$ cat src/rtl/key_lock_ctrl.sv
// Password front end for the gated memory: collects key digits, checks them against a
// stored password, drives the unlock gate and enforces a timed lockout after repeated misses.
module key_lock_ctrl #(
   parameter int                      KEY_W       = 4,
   parameter int                      PW_LEN      = 4,
   parameter logic [KEY_W*PW_LEN-1:0] PASSWORD    = 16'h1947,
   parameter int                      MAX_FAIL    = 3,
   parameter int                      LOCKOUT_CYC = 1000,
   parameter int                      UNLOCK_CYC  = 5000
) (
   input  logic                              clk,
   input  logic                              rst,
   input  logic [KEY_W-1:0]                  key_in,
   input  logic                              en_key,
   input  logic                              lock_req,
   input  logic                              mem_access,
   output logic                              o_unlock,
   output logic                              o_locked_out,
   output logic [$clog2(MAX_FAIL+1)-1:0]     o_fail_cnt,
   output logic [$clog2(PW_LEN+1)-1:0]       o_digit_cnt
);

   localparam int ENTRY_W = KEY_W * PW_LEN;
   localparam int FAIL_W  = $clog2(MAX_FAIL + 1);
   localparam int DIG_W   = $clog2(PW_LEN + 1);
   localparam int TMR_MAX = (LOCKOUT_CYC > UNLOCK_CYC) ? LOCKOUT_CYC : UNLOCK_CYC;
   localparam int TMR_W   = $clog2(TMR_MAX + 1);

   localparam logic [DIG_W-1:0]  DIG_LAST     = DIG_W'(PW_LEN - 1);
   localparam logic [FAIL_W-1:0] FAIL_MAX     = FAIL_W'(MAX_FAIL);
   localparam logic [TMR_W-1:0]  UNLOCK_LOAD  = TMR_W'(UNLOCK_CYC - 1);
   localparam logic [TMR_W-1:0]  LOCKOUT_LOAD = TMR_W'(LOCKOUT_CYC - 1);

   typedef enum logic [1:0] {
      LOCKED,
      CHECK,
      UNLOCKED,
      LOCKOUT
   } state_t;

   state_t              state;
   logic [ENTRY_W-1:0]  entry;
   logic [TMR_W-1:0]    timer;
   logic [FAIL_W-1:0]   fail_next;

   // Miss counter saturates so a stray extra miss can never wrap it back to zero.
   assign fail_next = (o_fail_cnt == FAIL_MAX) ? FAIL_MAX : o_fail_cnt + FAIL_W'(1);

   always_ff @(posedge clk) begin
      if (rst) begin
         state        <= LOCKED;
         entry        <= '0;
         timer        <= '0;
         o_unlock     <= 1'b0;
         o_locked_out <= 1'b0;
         o_fail_cnt   <= '0;
         o_digit_cnt  <= '0;
      end else begin
         case (state)
            LOCKED: begin
               if (lock_req) begin
                  entry       <= '0;
                  o_digit_cnt <= '0;
               end else if (en_key) begin
                  entry       <= (entry << KEY_W) | ENTRY_W'(key_in);
                  o_digit_cnt <= o_digit_cnt + DIG_W'(1);
                  if (o_digit_cnt == DIG_LAST) begin
                     state <= CHECK;
                  end
               end
            end

            CHECK: begin
               entry       <= '0;
               o_digit_cnt <= '0;
               if (entry == PASSWORD) begin
                  state      <= UNLOCKED;
                  o_unlock   <= 1'b1;
                  o_fail_cnt <= '0;
                  timer      <= UNLOCK_LOAD;
               end else begin
                  o_fail_cnt <= fail_next;
                  if (fail_next == FAIL_MAX) begin
                     state        <= LOCKOUT;
                     o_locked_out <= 1'b1;
                     timer        <= LOCKOUT_LOAD;
                  end else begin
                     state <= LOCKED;
                  end
               end
            end

            // Explicit relock wins, then activity, then idle expiry.
            UNLOCKED: begin
               if (lock_req) begin
                  state    <= LOCKED;
                  o_unlock <= 1'b0;
               end else if (mem_access) begin
                  timer <= UNLOCK_LOAD;
               end else if (timer == '0) begin
                  state    <= LOCKED;
                  o_unlock <= 1'b0;
               end else begin
                  timer <= timer - TMR_W'(1);
               end
            end

            LOCKOUT: begin
               if (timer == '0) begin
                  state        <= LOCKED;
                  o_locked_out <= 1'b0;
                  o_fail_cnt   <= '0;
               end else begin
                  timer <= timer - TMR_W'(1);
               end
            end

            default: begin
               state        <= LOCKED;
               entry        <= '0;
               o_unlock     <= 1'b0;
               o_locked_out <= 1'b0;
               o_digit_cnt  <= '0;
            end
         endcase
      end
   end

endmodule
$ cat config.mk
export PLATFORM = sky130hd
export DESIGN_NAME = key_lock_ctrl
export DESIGN_NICKNAME = d
export VERILOG_FILES = /design/src/rtl/key_lock_ctrl.sv
export SDC_FILE = /design/constraint.sdc
export NUM_CORES = 1
export LEC_CHECK = 0
export ABC_AREA = 1
export CELL_PAD_IN_SITES_DETAIL_PLACEMENT = 0
export CELL_PAD_IN_SITES_GLOBAL_PLACEMENT = 1
export CORE_MARGIN = 1
export CORE_UTILIZATION = 37
export CTS_CLUSTER_SIZE = 12
export DETAILED_ROUTE_END_ITERATION = 6
export PLACE_DENSITY = 0.73
export SKIP_LAST_GASP = 1
export SYNTH_ARGS = -nofsm -noshare
export SYNTH_HDL_FRONTEND = slang
export SYNTH_SLANG_ARGS = --single-unit
$ cat constraint.sdc
create_clock -name clk -period 1.8 [get_ports clk]
set_clock_uncertainty 0.1 [all_clocks]
set_input_delay 0.36 -clock clk [delete_from_list [all_inputs] [get_ports clk]]
set_output_delay 0.36 -clock clk [all_outputs]
set_load 0.03 [all_outputs]
-- After elaboration in Yosys (flattened, before gate mapping)
Cells that the tools add are included.
- bits in registers: 38
- input bits: 9
- output and inout port bits: 7
- word-level logic and storage cells: 75
- $add $sub $neg: 3
- eq/ne operators: 19
- multiplexer cells: 33
- bitwise operators: 1
- reductions and logical operators: 12
- operator list (kind ; count):
    $mux 13 ; 5
    $pmux 13 s3 ; 1
    $mux 16 ; 2
    $pmux 16 s2 ; 1
    $mux 2 ; 11
    $eq 16x13->1 const B ; 1
    $ne 2x2->1 const B ; 8
    $or 16x4->16 ; 1
    $logic_not 13->1 ; 1
    $sub 13x1->13 const B ; 1
    $ne 3x3->1 const B ; 4
    $reduce_and 4->1 ; 3
    $eq 2x2->1 const B ; 4
    $pmux 2 s4 ; 1
    $mux 1 ; 6
    $mux 3 ; 2
    $pmux 3 s2 ; 1
    $reduce_bool 2->1 ; 3
    $pmux 1 s2 ; 2
    $pmux 2 s2 ; 1
    $reduce_and 2->1 ; 2
    $add 3x1->3 const B ; 1
    $eq 3x2->1 const B ; 1
    $reduce_and 3->1 ; 1
    other kinds (4) ; 4

-- Logic depth before layout (Yosys ltp)
Gate-level depths: netlist of run 1.
- depth after elaboration: 6
- gate-level depth with buffers: 12
- gate-level depth less buffers: 12

-- Worst setup path after synthesis of run 1
Ideal clock, no wire load.
- path type: flip-flop to flip-flop
- from: register timer[0]
- to: register o_unlock
- setup time: 132 ps
- arrival time: 1463 ps
- data required time: 1568 ps
- setup slack: 105 ps
- cell stages (with the launch flop): 10
- buffers on the path: 0
- period minus slack after synthesis: 1695 ps
- cells stage by stage: dfxtp_1 -> inv_1 -> ha_1 -> nand3_1 -> nor2_1 -> nand2_2 -> nand3_1 -> nand2_1 -> o21ai_0 -> a21oi_1
- cells in the longest elaborated chain, start to end: 3
- ends and longest elaborated chain (element ; line ; text):
    start, declared ; 43 ; logic [TMR_W-1:0] timer;
    start signal, assigned ; 104 ; timer <= timer - TMR_W'(1);
    start signal, assigned ; 114 ; timer <= timer - TMR_W'(1);
    $logic_not 13->1 ; 100 ; end else if (timer == '0) begin
    $ne 3x3->1 (no source line) ; -- ;
    $reduce_and 4->1 (no source line) ; -- ;
    end signal, assigned ; 97 ; o_unlock <= 1'b0;
    end signal, assigned ; 102 ; o_unlock <= 1'b0;
    end signal, assigned ; 121 ; o_unlock <= 1'b0;
    end, declared ; 17 ; output logic o_unlock,
No other way between the ends.
A chain may end at the register's enable or synchronous reset.

-- Final worst setup path of run 1
- from: register o_unlock
- to: output port o_unlock
- RTL lines (element ; line ; text):
    start signal, assigned ; 54 ; o_unlock <= 1'b0;
    start signal, assigned ; 78 ; o_unlock <= 1'b1;
    start signal, assigned ; 97 ;
No word-level cell between the ends.

==> results of run 1 <==
## Yosys cell counts, types with 2 or more instances
cell type and count:
a211oi_1 3, a21oi_1 31, buf_2 3, clkbuf_1 6
dfxtp_1 38, ha_1 3, inv_1 26, inv_2 4
nand2_1 75, nand3_1 29, nand3_2 2, nand4_1 3
nor2_1 37, nor3_1 5, o2111ai_1 2, o211ai_1 4
o21ai_0 7, o21ai_1 3, xor2_1 5
## final timing paths
path	start	endpoint	slack, ps	cells past startpoint
hold / removal	entry[15]$_SDFFE_PP0P_	entry[15]$_SDFFE_PP0P_	370	2
setup / recovery	o_unlock$_SDFFE_PP0P_	o_unlock	60	1
setup reg to reg	timer[1]$_SDFFE_PP0P_	timer[10]$_SDFFE_PP0P_	110	11
hold reg to reg	entry[15]$_SDFFE_PP0P_	entry[15]$_SDFFE_PP0P_	370	2
## cell usage in the layout (no fill, tap or decap), types with 2 or more instances in the layout
cell type        synthesis  routed
nand3_1                 29      28
dfxtp_1                 38      38
nand3_2                  2       3
o21ai_0                  7       6
dlygate4sd2_1            0       4
a211oi_1                 3       3
buf_12                   0       3
a21oi_1                 31      31
o21ai_1                  3       4
nand2_1                 75      75
ha_1                     3       2
o2111ai_1                2       2
nand4_1                  3       3
clkdlybuf4s50_1          0       9
clkbuf_8                 0       6
xor2_1                   5       5
nor3_1                   5       4
nor2_1                  37      36
dlymetal6s2s_1           0       2
inv_2                    4       4
o211ai_1                 4       4
nor2_2                   1       2
inv_1                   26      25
buf_4                    0      24
## flip-flops by register name, indices dropped and copies added (netlist names)
name          count
o_unlock          1
o_locked_out      1
o_fail_cnt        2
o_digit_cnt       3
timer            13
state             2
entry            16
## worst register-to-register path: stages (launching register included)
cell and delay [ps]:
dfxtp_1 320, inv_1 80, ha_2 190, nand3_2 100
buf_4 150, nor3_1 130, nand2_1 120, nor3_2 210
nand2_1 70, nand2_1 60, inv_1 30, nor2_1 80
## timing repair
action | in CTS | in global routing
pin swaps | 0 | 3
cloned | 0 | 0
endpoints found under the setup margin | 5 | 14
gates resized for setup | 5 | 8
buffers inserted | 0 | 1
hold buffers | 0 | 0
## through the flow
step	instances	area (µm²)	setup slack, ps	setup TNS (ps)	utilization (%)
after floorplan	295	1986	105.1	0	-
after global placement	396	2407	-1.721	-1.721	46.84
after detailed placement	396	2407	1.129	0	46.84
after CTS	404	2500	34.23	0	48.64
after global routing	405	2527	-28.69	-28.69	49.17
final	405	2527	55.47	0	49.17
## logic make-up after synthesis
kind of cell	count (synthesis)	synth area share (%)
buf+inv	40	8.128
compound gates	53	15.56
flops	38	38.31
fa+ha+maj	3	1.891
simple gates	155	33.46
xor+xnor	6	2.646
## layer usage
| metal | routed length (µm) | global-route usage (%) | vias to the layer above |
|---|---|---|---|
| li1 | - | - | 1045 |
| met3 | 123 | 4.016 | 8 |
| met2 | 2210 | 30.53 | 18 |
| met4 | 87 | 7.819 | 0 |
| met1 | 2451 | 25.06 | 888 |
| met5 | 0 | 0 | - |
## power by group
group,internal [mW],switching (mW)
sequential,0.853,0.00867
combinational,0.0565,0.0702
clock,0.308,0.324
total,1.22,0.403
## cell type report
| class | instances | share of cell area, % |
|---|---|---|
| flip-flops and latches | 38 | 30.10 |
| clock buffers | 6 | 3.267 |
| repair buffers | 42 | 15.45 |
| inverters | 30 | 4.554 |
| well taps | 70 | 3.465 |
| multi-input cells | 217 | 42.67 |
| clock inverters | 2 | 0.4951 |
==> run_results.csv, run 1 <==
group,metric,value,unit
sta,relSlewSlack,78.14,%
placed_design,dp_hpwl,3485,µm
power,ir_worst_vdd,0.0006207,V
grt,grt_pass1_wl,8100,µm
drt,wl,4873,µm
layout,seq_area,760.7,µm²
synthesis,netlist_top_cells_area,"dfxtp_1, nand2_1, a21oi_1, nand3_1, nor2_1",
drt,drt-vias-per-instance,4.837,
floorplan,start_util,38.63,%
synthesis,yosysTopAreaCell,"dfxtp_1",
drt,route.detailed.drc,0,
power,p_leak,1.108,nW
drt,vias,1959,
layout,fin_nets,346,
worst_setup_path,crit_family,"buffers and inverters",
outcome,outcome,"finished clean",
drt,detail_route.first_pass.iterations,4,
sta,setup_viol,0,
layout,antenna_cells,0,
grt,overflow,0,
job,max_cap_viol_count,0,
synthesis,synthDistinctLibCells,28,
grt,antenna_found_initial,0,
sta,hold_viol,0,
placed_design,port_buffers,15,
worst_setup_path,worst-path-buf-inv,1,
floorplan,dieArea,5663,µm²
worst_setup_path,cp.arrival,1280,ps
cts,numCtsBuffers,5,
floorplan,fp.dieH,75.26,µm
drt,ant_nets,0,
placed_design,place_congestion,0.8563,
grt,grt_max_degree,29,
synthesis,ys_warn_count,0,
synthesis,synth_seq_cells,38,
floorplan,pin_count,16,
worst_setup_path,startpoint_type,"flip-flop",
grt,track_usage,19.09,%
sta,worst_pin_slew,329.1,ps
layout,fill_cells,546,
power,finalPower,1.620,mW
synthesis,synth_top_cell_area_share,38.31,%
cts,clk_pin_slew_worst_paths,80,ps
floorplan,core_region_area,5140,µm²
floorplan,rows,26,
synthesis,synth_edf_count,0,
worst_setup_path,cp_slowest_cell,"clkdlybuf4s50_1",
worst_setup_path,critPathCaptureType,"output port",
synthesis,synth_fp_nets,307,
worst_setup_path,path_cells,"clkdlybuf4s50_1",
cts,cts-root-buf,"clkbuf_8",
floorplan,die_w,75.26,µm
sta,final_max_slew_viol_count,0,
worst_setup_path,required,1340,ps
layout,drive_gt1_share,15.52,%
synthesis,syn_area,1986,µm²
worst_setup_path,cp_slowest_stage_delay,660,ps
synthesis,synth-main-ff-cell,"dfxtp_1",
synthesis,yosysSeqAreaShare,38.31,%
power,power_density,641.1,nW/µm²
cts,cts.htree.levels,2,
layout,syn_to_final_growth,27.28,%
cts,clock-sinks,38,
drt,dr.first_iter.drc_count,50,
synthesis,avgSynthCellArea,6.731,µm²
sta,fmax,573.2,MHz
synthesis,syn_inst,295,
sta,rsz0062_at_grt,"yes",
layout,multi_input_area,1079,µm²
cts,cts_tree,"yes",
worst_hold_path,hp-class,"reg -> reg",
sta,fin_crit,1745,ps
cts,clk_path_buf_depth,2,
worst_setup_path,cp_max_fo,2,
worst_setup_path,crit_type,"reg -> out",
synthesis,synthArstFlopShare,0,%
drt,wire_per_inst,12.03,µm
cts,clkLatencyLatePin,290,ps
grt,grt_pass1_vias,1769,
sta,fin_hold_ws,366.0,ps
sta,period_share,96.92,%
(Power assumes the default switching activity.)
==> inputs of run 2 (changes only) <==
--- a/config.mk
+++ b/config.mk
@@ -8,7 +8,6 @@
 export ABC_AREA = 1
 export CELL_PAD_IN_SITES_DETAIL_PLACEMENT = 0
 export CELL_PAD_IN_SITES_GLOBAL_PLACEMENT = 1
-export CORE_MARGIN = 1
 export CORE_UTILIZATION = 37
 export CTS_CLUSTER_SIZE = 12
 export DETAILED_ROUTE_END_ITERATION = 6
==> results of run 2 <==
Same layout as run 1: the final DEF is identical, and so are final timing and power.
